===== config.mk =====
export PLATFORM = sky130hd
export DESIGN_NAME = noc_pe_adapter
export DESIGN_NICKNAME = d
export VERILOG_FILES = /design/src/rtl/noc_pe_adapter.sv
export SDC_FILE = /design/constraint.sdc
export NUM_CORES = 1
export LEC_CHECK = 0
export ABC_AREA = 1
export BUFFER_PORTS_ARGS = -buffer_cell sky130_fd_sc_hd__buf_2
export CORE_ASPECT_RATIO = 1.2
export CORE_MARGIN = 5
export CORE_UTILIZATION = 25
export CTS_CLUSTER_DIAMETER = 30
export DETAILED_ROUTE_END_ITERATION = 8
export HOLD_SLACK_MARGIN = 0.15
export SKIP_LAST_GASP = 1
export SYNTH_ARGS = -nofsm -noshare
export SYNTH_HDL_FRONTEND = slang
export SYNTH_SLANG_ARGS = --single-unit

===== constraint.sdc =====
create_clock -name clk -period 2.61 [get_ports clk]
set_input_delay 0 -clock clk [delete_from_list [all_inputs] [get_ports clk]]
set_output_delay 0 -clock clk [all_outputs]
set_load 0.05 [all_outputs]

===== src/rtl/noc_pe_adapter.sv =====
// Network-interface adapter between a processing element and its NoC switch port.
// Holds one show-ahead TX FIFO of flits and one RX FIFO of payloads, and counts ejected flits lost to RX overflow.
module noc_pe_adapter #(
    parameter int x_coord     = 'd0,
    parameter int y_coord     = 'd0,
    parameter int data_width  = 32,
    parameter int x_size      = 1,
    parameter int y_size      = 1,
    parameter int total_width = x_size + y_size + data_width,
    parameter int FIFO_DEPTH  = 4
) (
    input  logic                   clk,
    input  logic                   rstn,

    input  logic                   s_valid,
    output logic                   s_ready,
    input  logic [x_size-1:0]      s_dest_x,
    input  logic [y_size-1:0]      s_dest_y,
    input  logic [data_width-1:0]  s_data,

    output logic                   o_valid_sw,
    output logic [total_width-1:0] o_data_sw,
    input  logic                   i_ready_sw,

    input  logic                   i_valid_sw,
    input  logic [total_width-1:0] i_data_sw,

    output logic                   m_valid,
    input  logic                   m_ready,
    output logic [data_width-1:0]  m_data,

    output logic [15:0]            drop_cnt
);

    localparam int AW = (FIFO_DEPTH > 1) ? $clog2(FIFO_DEPTH) : 1;
    localparam int CW = AW + 1;
    localparam int HW = x_size + y_size;
    localparam logic [CW-1:0] DEPTH_C = CW'(FIFO_DEPTH);

    // Elaboration-time parameter sanity checks; self-addressed flits need no special handling here.
    if ((FIFO_DEPTH < 2) || ((FIFO_DEPTH & (FIFO_DEPTH - 1)) != 0)) begin : gBadDepth
        $error("noc_pe_adapter: FIFO_DEPTH must be a power of two >= 2");
    end
    if (total_width != HW + data_width) begin : gBadWidth
        $error("noc_pe_adapter: total_width must equal x_size + y_size + data_width");
    end
    if ((x_coord < 0) || (y_coord < 0) ||
        (x_coord >= (1 << x_size)) || (y_coord >= (1 << y_size))) begin : gBadCoord
        $error("noc_pe_adapter: node coordinates do not fit the coordinate fields");
    end

    logic [total_width-1:0] txMem [FIFO_DEPTH];
    logic [AW-1:0]          txWrPtr_q, txWrPtr_d;
    logic [AW-1:0]          txRdPtr_q, txRdPtr_d;
    logic [CW-1:0]          txCnt_q,   txCnt_d;
    logic                   txPush, txPop;
    logic [total_width-1:0] txFlit;

    logic [data_width-1:0]  rxMem [FIFO_DEPTH];
    logic [AW-1:0]          rxWrPtr_q, rxWrPtr_d;
    logic [AW-1:0]          rxRdPtr_q, rxRdPtr_d;
    logic [CW-1:0]          rxCnt_q,   rxCnt_d;
    logic                   rxPush, rxPop, rxFull, rxDrop;
    logic [data_width-1:0]  rxPayload;

    logic [15:0]            dropCnt_q, dropCnt_d;

    logic                   unusedRxDest;

    assign txFlit       = {s_data, s_dest_y, s_dest_x};
    assign rxPayload    = i_data_sw[total_width-1:HW];
    assign unusedRxDest = ^i_data_sw[HW-1:0];

    assign s_ready    = (txCnt_q != DEPTH_C);
    assign o_valid_sw = (txCnt_q != '0);
    assign o_data_sw  = txMem[txRdPtr_q];

    assign rxFull   = (rxCnt_q == DEPTH_C);
    assign m_valid  = (rxCnt_q != '0);
    assign m_data   = rxMem[rxRdPtr_q];
    assign drop_cnt = dropCnt_q;

    always_comb begin
        txPush    = s_valid & s_ready;
        txPop     = o_valid_sw & i_ready_sw;
        txWrPtr_d = txWrPtr_q;
        txRdPtr_d = txRdPtr_q;
        txCnt_d   = txCnt_q;
        if (txPush) begin
            txWrPtr_d = txWrPtr_q + AW'(1);
        end
        if (txPop) begin
            txRdPtr_d = txRdPtr_q + AW'(1);
        end
        case ({txPush, txPop})
            2'b10:   txCnt_d = txCnt_q + CW'(1);
            2'b01:   txCnt_d = txCnt_q - CW'(1);
            default: txCnt_d = txCnt_q;
        endcase
    end

    // A pop in the same cycle frees a slot, so a full RX FIFO can still accept the arriving flit.
    always_comb begin
        rxPop     = m_valid & m_ready;
        rxPush    = i_valid_sw & (~rxFull | rxPop);
        rxDrop    = i_valid_sw & rxFull & ~rxPop;
        rxWrPtr_d = rxWrPtr_q;
        rxRdPtr_d = rxRdPtr_q;
        rxCnt_d   = rxCnt_q;
        dropCnt_d = dropCnt_q;
        if (rxPush) begin
            rxWrPtr_d = rxWrPtr_q + AW'(1);
        end
        if (rxPop) begin
            rxRdPtr_d = rxRdPtr_q + AW'(1);
        end
        case ({rxPush, rxPop})
            2'b10:   rxCnt_d = rxCnt_q + CW'(1);
            2'b01:   rxCnt_d = rxCnt_q - CW'(1);
            default: rxCnt_d = rxCnt_q;
        endcase
        if (rxDrop && (dropCnt_q != 16'hFFFF)) begin
            dropCnt_d = dropCnt_q + 16'd1;
        end
    end

    always_ff @(posedge clk or negedge rstn) begin
        if (!rstn) begin
            txWrPtr_q <= '0;
            txRdPtr_q <= '0;
            txCnt_q   <= '0;
            rxWrPtr_q <= '0;
            rxRdPtr_q <= '0;
            rxCnt_q   <= '0;
            dropCnt_q <= '0;
        end else begin
            txWrPtr_q <= txWrPtr_d;
            txRdPtr_q <= txRdPtr_d;
            txCnt_q   <= txCnt_d;
            rxWrPtr_q <= rxWrPtr_d;
            rxRdPtr_q <= rxRdPtr_d;
            rxCnt_q   <= rxCnt_d;
            dropCnt_q <= dropCnt_d;
        end
    end

    // Storage is never read while its occupancy says empty, so it is left unreset.
    always_ff @(posedge clk) begin
        if (txPush) begin
            txMem[txWrPtr_q] <= txFlit;
        end
        if (rxPush) begin
            rxMem[rxWrPtr_q] <= rxPayload;
        end
    end

endmodule


==> impl_results.md, run 1 <==
- Worst Skew: 0.0147 ns
- Unrepaired setup endpoints after global routing: no
- Clock tree sinks: 294
- Number of standard cells in the layout, taps in and fillers out: 1807
- Setup ws final: 0.344 ns
- # IOs: 159
- Max-Cap Viols: 0
- Final wirelength: 27.5 mm
- DR iter-0 viols: 404
- Syn Area/Cell: 13.1 sq um
- Largest net degree at the start of global routing: 71
- Synth cell types: 24
- # DRC: 0
- Area occupied by registers: 8680 sq um
- First-pass GRT wire length: 42.5 mm
- Fin. max-slew vios: 0
- Tot GR Track Use: 0.105
- Synth Net Count: 970
- Post-synth top cells: edfxtp_1 (264), nor2_1 (160), o21ai_0 (140)
- Setup WS pre-CTS: 0.693 ns
- Port Buffers: 156
- Critical Path RT: 2.61 ns
- Peak supply drop: 0.938 mV
- Main synth FF type: edfxtp_1
- Final Net Count: 1239
- Vias in the first global route: 7854
- Seq/Total Area, Yosys: 0.752
- Detail Route Antenna Nets: 0
- Avg WL per Cell: 15.2 um
- Fin crit share: 0.868
- Fmax: 0.441 GHz
- Hold violation total from the final report: 0
- Die Width: 206 um
- Max clock buf depth: 3
- Diodes inserted: 0
- #FFs+latches synth: 294
- DR pass1 iterations: 5
- Die height: 245 um
- Cell area after layout: 15700 sq um
- Ratio of cells with drive above 1 in the final layout: 0.230
- Area added between synthesis and finish: 35.9%
- CTS clock-pin slew for the worst setup and hold paths: 0.05 ns
- Routability congestion estimate: 0.727
- Area leader, netlist: edfxtp_1
- Startpoint types: flip-flop
- Post-cts resize count: 0
- Synth area leaders: edfxtp_1 (69%), dfrtp_1 (6.5%), o21ai_0 (6.1%)
- Yosys warns: 0
- Post-CTS setup buffers: 0
- Die ar.: 50600 sq um
- Status: finished clean
- H-tree Lvls: 2
- Asr flop ratio synth: 0.102
- Min Tclk post-route: 2.27 ns
- Top-count cell post-synth: edfxtp_1
- Placed cell area: 13200 sq um
- Yosys top cell area share: 0.687
- Core Region: 45800 sq um
- Multi-input gate area: 2580 sq um
- Cell Pwr Density: 1330 nW/um^2
- Initial antenna violation count: 0
- Post-synth EDFFs: 264
- Crit Path Class: reg -> out
- FILL cells: 4503
- Initial Util: 0.252
- Rel. slew slack: 0.526
- Vias: 7769
- Post-Syn Instances: 884
- GR Overflow Total: 0
- Hold_buf cts: 80
- Finish-stage setup viols: 0
- Worst-Margin Slew: 0.711 ns
- Hold Crit Class: in -> reg
- Placed Instances: 1636
- Worst hold slack: 0.193 ns
- Worst EP arrival: 2.27 ns
- Mean number of vias per cell: 4.30
- Fin Setup TNS: 0 ns
- CTS Root Cell: clkbuf_16
- Latest clock arrival within the worst-skew pair: 0.56 ns
- Crit-path max FO: 30
- CTS tree: done
- CP endpoint kind: output pin
- Pleak: 5.78 nW
- DP HPWL: 16.1 mm
- Post-Syn Area: 11500 sq um
- CTS buffer count: 51
- Row cnt: 86
registers in the layout, indices dropped and copies added (netlist names):
name,cells
rxWrPtr_q,2
txWrPtr_q,2
rxRdPtr_q,2
txCnt_q,3
txRdPtr_q,2
drop_cnt,16
txMem,136
rxMem,128
rxCnt_q,3
worst paths after layout:
| kind | start | to | slack [ns] | depth (start not counted) |
|---|---|---|---|---|
| max reg2reg | drop_cnt[0] | drop_cnt[14] | 0.71 | 8 |
| max in group asynchronous | rstn | txRdPtr_q[0] | 1.93 | 4 |
| min reg2reg | txCnt_q[1] | txCnt_q[1] | 0.49 | 2 |
| max | txRdPtr_q[0] | o_data_sw[25] | 0.34 | 5 |
| min in group asynchronous | rstn | drop_cnt[11] | 0.49 | 4 |
| min | s_data[23] | txMem[3][25] | 0.19 | 2 |
through the flow:
stage / utilization / total power [mW]
floorplan: - / 12.2
CTS: 0.342 / 21.2
detailed placement: 0.288 / 14.6
finish: 0.342 / 20.9
global route: 0.342 / 22.0
global placement: 0.288 / 14.4
area by class of cell:
| class | instances | share of cell area |
|---|---|---|
| multi-input combinational | 506 | 0.164 |
| inverter | 41 | 0.00997 |
| sequential | 294 | 0.553 |
| clock buffer | 61 | 0.0851 |
| tap | 616 | 0.0491 |
| clock inverter | 30 | 0.0223 |
| timing repair buffer | 259 | 0.116 |
worst max-delay path, stage by stage (launching register included):
cell and delay [ns]:
dfrtp_2 0.40, inv_2 0.40, buf_4 0.31, o21ai_0 0.10
o22ai_1 0.20, buf_2 0.31
routing by layer:
| metal | vias up | track usage | share of wire |
|---|---|---|---|
| li1 | 3731 | - | - |
| met1 | 3747 | 0.122 | 0.40 |
| met2 | 245 | 0.182 | 0.50 |
| met3 | 46 | 0.0348 | 0.081 |
| met4 | 0 | 0.0384 | 0.023 |
| met5 | - | 0 | 0 |
where the power goes:
| group | internal [mW] | switching, mW |
|---|---|---|
| Clock | 4.23 | 2.19 |
| Combinational | 1.86 | 6.15 |
| Sequential | 6.18 | 0.298 |
placed cells by master (no fill, tap or decap), types with 2 or more instances in the layout:
cell	instances
fa_1	2
clkinv_2	8
nor2_2	2
buf_4	19
buf_12	5
inv_1	38
bufinv_16	6
inv_6	3
ha_1	10
clkbuf_1	9
inv_2	2
clkinv_1	8
nor2_1	152
xnor2_1	9
dfrtp_2	2
o22ai_1	66
edfxtp_1	264
o21ai_0	140
clkinvlp_4	3
nor2_4	10
xor2_1	8
nand3_1	12
a21oi_1	4
nand2_1	83
nand4_1	4
dfrtp_1	28
clkbuf_16	52
dlygate4sd3_1	79
buf_2	156
cell families after synthesis:
| kind of cell | after synthesis | share of synthesized area |
|---|---|---|
| AO/OA/AOI/OAI | 211 | 0.0996 |
| XOR/XNOR | 17 | 0.0129 |
| adder cells (fa/ha/maj) | 12 | 0.0143 |
| buffers and inverters | 84 | 0.0296 |
| flip-flops | 294 | 0.752 |
| AND/OR/NAND/NOR | 266 | 0.0915 |
Note: power is estimated with default switching activity, not from simulation.
==> run 2, diff against run 1 <==
--- a/config.mk
+++ b/config.mk
@@ -13,6 +13,7 @@
 export CTS_CLUSTER_DIAMETER = 30
 export DETAILED_ROUTE_END_ITERATION = 8
 export HOLD_SLACK_MARGIN = 0.15
+export RECOVER_POWER = 25
 export SKIP_LAST_GASP = 1
 export SYNTH_ARGS = -nofsm -noshare
 export SYNTH_HDL_FRONTEND = slang
==> impl_results.md, run 2 (synthesis gave the netlist of run 1 again) <==
- Worst hold slack: 0.217 ns
- Fin. max-slew vios: 0
- Crit-path max FO: 30
- Avg WL per Cell: 15.2 um
- Area added between synthesis and finish: 35.4%
- Fin Setup TNS: 0 ns
- CTS tree: done
- Final wirelength: 27.4 mm
- Unrepaired setup endpoints after global routing: no
- Core Region: 45800 sq um
- Placed cell area: 13200 sq um
- Most frequent cells in the layout: edfxtp_1 (264), nor2_1 (152), o21ai_0 (140), buf_2 (111), nand2_1 (83)
- Final Net Count: 1239
- CP endpoint kind: output pin
- DP HPWL: 16.1 mm
- Initial Util: 0.252
- Worst Skew: 0.0148 ns
- Top reg by flops: txMem
- Clock tree sinks: 294
- Largest net degree at the start of global routing: 71
- Diodes inserted: 0
- Row cnt: 86
- DR top layer: met4
- Cell Chain, Critical Path: inv_2, buf_4, o21ai_0, o22ai_1, buf_2
- Die Width: 206 um
- Peak supply drop: 0.937 mV
- CTS Root Cell: clkbuf_16
- Initial antenna violation count: 0
- Switch Pwr: 8.64 mW
- Crit Path Class: reg -> out
- DR iter-0 viols: 358
- Finish-stage setup viols: 0
- Detail Route Antenna Nets: 0
- Core Util, Final: 0.341
- Vias in the first global route: 7854
- # DRC: 0
- Most common cell after layout, fill and taps aside: edfxtp_1
- Vias: 7749
- Die ar.: 50600 sq um
- CTS buffer count: 51
- Latest clock arrival within the worst-skew pair: 0.56 ns
- Number of standard cells in the layout, taps in and fillers out: 1807
- Tot GR Track Use: 0.105
- Critical path destination: o_data_sw[25]
- Hold Crit Class: in -> reg
- Met2 Wirelength: 13.6 mm
- Clk pwr share: 0.307
- Worst reg2reg endpoint: drop_cnt[14]
- Die height: 245 um
- Mean number of vias per cell: 4.29
- First-pass GRT wire length: 42.5 mm
- GR Overflow Total: 0
- FF-to-FF Start: drop_cnt[0]
- DR pass1 iterations: 4
- Sequential fraction of design power: 0.310
- Switch share: 0.413
- Worst-Margin Slew: 0.722 ns
- Fmax: 0.441 GHz
- Hold violation total from the final report: 0
- Port Buffers: 156
- Reg2reg path depth: 8
- Crit path from: txRdPtr_q[0]
- Post-cts resize count: 0
- Routed wl met3: 2.14 mm
- Cell area after layout: 15600 sq um
- Worst path max stage delay: 0.40 ns
- Combinational Power Share: 0.383
- Worst EP arrival: 2.27 ns
- Placed Instances: 1636
- Routability congestion estimate: 0.727
- DRT met1 WL: 11.0 mm
- Slowest stage cell, crit path: dfrtp_2
- Max clock buf depth: 3
- Critical Path RT: 2.61 ns
- Cell Pwr Density: 1340 nW/um^2
- Min Tclk post-route: 2.27 ns
- Rel. slew slack: 0.519
- Startpoint types: flip-flop
- Max-Cap Viols: 0
- Ratio of cells with drive above 1 in the final layout: 0.192
- Fin crit share: 0.868
- Pleak: 5.66 nW
- CTS clock-pin slew for the worst setup and hold paths: 0.05 ns
- # IOs: 159
- Max reg flops: 136
- R2R Setup Slk: 0.71 ns
- H-tree Lvls: 2
- Power Internal: 12.3 mW
- Status: finished clean
==> run 2: cell count changes in the layout (fill, tap and decap cells not counted), sizes merged <==
cell	previous run	this run
clkbuf	61	106
buf	180	135
==> run 2: power by group through the flow <==
stage                     Sequential, mW  Clock [mW]  Combinational (mW)
after global routing                6.54        6.83                8.63
after CTS                           6.48        6.59                8.13
after detailed placement            6.56           0                8.02
after global placement              6.52           0                7.92
final                               6.48        6.42                8.00
after floorplan                     6.59           0                5.62
==> run 2: worst max-delay path: cells and delay by family (launching register included) <==
family	cells	cell delay [ns]
buffers and inverters	3	1.02
DFF	1	0.40
AOI/OAI and AO/OA	2	0.30
==> run 2: stage by stage <==
stage / total power [mW] / setup slack, ns
after global placement: 14.4 / 0.700
after global routing: 22.0 / 0.139
after detailed placement: 14.6 / 0.693
after CTS: 21.2 / 0.287
final: 20.9 / 0.344
after floorplan: 12.2 / -0.455
==> run 2: cell type report <==
class	instances	area [sq um]
Fill cell	4532	30200
Inverter	41	156
Sequential cell	294	8680
Multi-Input combinational cell	506	2580
Tap cell	616	771
Timing Repair Buffer	259	1760
Clock buffer	61	1340
Clock inverter	30	349
==> run 2: worst min-delay path by stage <==
stage,start,to,slack [ns],cells past startpoint
floorplan,rstn,drop_cnt[0],-0.30,0
global placement,rstn,drop_cnt[0],0.11,1
detailed placement,rstn,drop_cnt[3],0.11,1
CTS,s_data[18],txMem[2][20],0.15,2
global route,i_data_sw[15],rxMem[1][13],0.22,2
finish,i_data_sw[16],rxMem[0][14],0.22,2
==> run 2: per-layer routing <==
| metal | GRT usage | vias to the layer above |
|---|---|---|
| met5 | 0 | - |
| met4 | 0.0384 | 0 |
| met3 | 0.0348 | 46 |
| met2 | 0.182 | 229 |
| met1 | 0.122 | 3742 |
| li1 | - | 3732 |
==> run 2: repair_timing <==
action	4_1_cts	5_1_grt
setup buffers	0	0
endpoints found under the hold margin	324	0
hold buffers	80	0
==> run 3, diff against run 2 <==
--- a/config.mk
+++ b/config.mk
@@ -5,14 +5,16 @@
 export SDC_FILE = /design/constraint.sdc
 export NUM_CORES = 1
 export LEC_CHECK = 0
-export ABC_AREA = 1
+export ABC_AREA = 0
 export BUFFER_PORTS_ARGS = -buffer_cell sky130_fd_sc_hd__buf_2
 export CORE_ASPECT_RATIO = 1.2
 export CORE_MARGIN = 5
 export CORE_UTILIZATION = 25
 export CTS_CLUSTER_DIAMETER = 30
+export CTS_CLUSTER_SIZE = 28
 export DETAILED_ROUTE_END_ITERATION = 8
 export HOLD_SLACK_MARGIN = 0.15
+export PLACE_DENSITY_LB_ADDON = 0.05
 export RECOVER_POWER = 25
 export SKIP_LAST_GASP = 1
 export SYNTH_ARGS = -nofsm -noshare
==> impl_results.md, run 3 <==
- DP HPWL: 16.0 mm
- Max reg flops: 136
- Most frequent cells in the layout: edfxtp_1 (264), buf_2 (114), dlygate4sd3_1 (95), clkbuf_16 (73), mux4_2 (66)
- DR pass1 iterations: 4
- Vias in the first global route: 7033
- Sequential fraction of design power: 0.296
- Row cnt: 85
- Min Tclk post-route: 2.24 ns
- Worst-Margin Slew: 1.02 ns
- Peak supply drop: 0.639 mV
- Mean number of vias per cell: 4.19
- Finish-stage setup viols: 0
- Avg WL per Cell: 18.2 um
- Final wirelength: 26.5 mm
- # DRC: 0
- Fin. max-slew vios: 0
- Unrepaired setup endpoints after global routing: no
- H-tree Lvls: 3
- Cell Pwr Density: 1380 nW/um^2
- Post-Syn Instances: 509
- Max clock buf depth: 3
- CTS buffer count: 71
- CTS Root Cell: clkbuf_16
- First-pass GRT wire length: 40.8 mm
- Synth area leaders: edfxtp_1 (71%), mux4_2 (13%), dfrtp_1 (6.7%)
- CTS tree: done
- Placed cell area: 12800 sq um
- Hold Crit Class: in -> reg
- Startpoint types: flip-flop
- Die Width: 203 um
- Power Internal: 14.5 mW
- Latest clock arrival within the worst-skew pair: 0.58 ns
- Post-synth EDFFs: 264
- Final Net Count: 916
- Detail Route Antenna Nets: 0
- Post-cts resize count: 0
- Worst EP arrival: 2.24 ns
- #FFs+latches synth: 294
- Synth cell types: 39
- Fin crit share: 0.859
- Setup WS pre-CTS: 0.338 ns
- Post-Syn Area: 11200 sq um
- Multi-input gate area: 2410 sq um
- Diodes inserted: 0
- Ratio of cells with drive above 1 in the final layout: 0.374
- Main synth FF type: edfxtp_1
- # IOs: 159
- Top-count cell post-synth: edfxtp_1
- Pleak: 5.84 nW
- Top reg by flops: txMem
- Vias: 6094
- Fin Setup TNS: 0 ns
- Synth Net Count: 595
- Syn Area/Cell: 22.0 sq um
- Asr flop ratio synth: 0.102
- Worst Skew: 0.0203 ns
- DR iter-0 viols: 171
- Setup ws final: 0.369 ns
- Crit-path max FO: 11
- Max-Cap Viols: 0
- CP endpoint kind: output pin
- Seq/Total Area, Yosys: 0.775
- Routability congestion estimate: 0.724
- Status: finished clean
- Clk pwr share: 0.398
- Port Buffers: 156
- Initial Util: 0.251
- Cell area after layout: 16200 sq um
- Area occupied by registers: 8680 sq um
- FILL cells: 4186
- Fmax: 0.446 GHz
- Clock tree sinks: 294
- Core Util, Final: 0.364
- Switch share: 0.349
- Yosys warns: 0
- CTS clock-pin slew for the worst setup and hold paths: 0.05 ns
- Hold violation total from the final report: 0
- Rel. slew slack: 0.321
- Initial antenna violation count: 0
- Number of standard cells in the layout, taps in and fillers out: 1453
- Post-synth top cells: edfxtp_1 (264), mux4_2 (66), dfrtp_1 (30)
- Die height: 242 um
- Die ar.: 49200 sq um
- Core Region: 44600 sq um
- Placed Instances: 1226
- Area leader, netlist: edfxtp_1
- Largest net degree at the start of global routing: 35
- Critical Path RT: 2.61 ns
- R2R Setup Slk: 0.42 ns
- Area added between synthesis and finish: 44.8%
- Switch Pwr: 7.80 mW
- Combinational Power Share: 0.306
- Crit Path Class: reg -> out
- Tot GR Track Use: 0.109
- Most common cell after layout, fill and taps aside: edfxtp_1
- GR Overflow Total: 0
- Yosys top cell area share: 0.708
## run 3: changes by cell type in the layout (fill, tap and decap cells not counted), moves of 14 or more
cell / delta
o21ai_0: -136
buf_4: -14
nand2_1: -74
dlygate4sd3_1: +16
inv_1: -25
mux4_2: +66
o22ai_1: -66
nor2_1: -145
clkbuf_16: +21
## run 3: worst max-delay path: stages, from the launching register on
cell and delay (ns):
dfrtp_2 0.62, buf_4 0.28, mux4_2 0.53, buf_2 0.23
## run 3: power by group through the flow
stage,clock [mW],combinational (mW),sequential [mW]
final,8.89,6.82,6.61
after global routing,9.39,7.27,6.71
after CTS,9.12,7.06,6.64
after detailed placement,0,6.92,6.71
after global placement,0,6.86,6.64
after floorplan,0,5.02,6.55
## run 3: area by class of cell
type / instances / area share
multi-input cells: 185 / 0.149
clock inverters: 50 / 0.0368
flip-flops and latches: 294 / 0.535
well taps: 565 / 0.0436
clock buffers: 81 / 0.116
inverters: 13 / 0.00301
repair buffers: 265 / 0.117
## run 3: metrics by stage
step / hold slack, ns / power [mW]
6_report: 0.221 / 22.3
5_1_grt: 0.222 / 23.4
4_1_cts: 0.150 / 22.8
3_5_place_dp: 0.118 / 13.6
3_3_place_gp: 0.0956 / 13.5
2_1_floorplan: -0.296 / 11.6
## run 3: metal layers
layer,part of all wire,vias to the layer above,global-route usage
met4,0.029,0,0.0532
met2,0.52,175,0.188
met5,0,-,0
met1,0.39,3102,0.121
met3,0.061,54,0.0357
li1,-,2763,-
## run 3: kinds of logic (layout without fill, tap and decap cells)
group	Yosys count	in the layout	synth area share
adder cells (fa/ha/maj)	12	12	0.0147
XOR/XNOR	24	24	0.0188
flip-flops	294	294	0.775
multiplexers	70	70	0.136
AND/OR/NAND/NOR	68	68	0.0383
buffers and inverters	30	409	0.0113
AO/OA/AOI/OAI	11	11	0.00592
## run 3: worst paths after layout
kind	start	depth (start not counted)	endpoint
max	rxRdPtr_q[0]	3	m_data[12]
min	s_data[17]	2	txMem[3][19]
max reg2reg	txCnt_q[0]	10	txCnt_q[2]
min reg2reg	txCnt_q[0]	1	txCnt_q[0]
max in group asynchronous	rstn	4	drop_cnt[9]
min in group asynchronous	rstn	4	rxCnt_q[0]
## run 3: repair_timing
action | in CTS | in global routing
hold buffers | 96 | 0
endpoints found under the hold margin | 396 | 0
setup buffers | 0 | 0
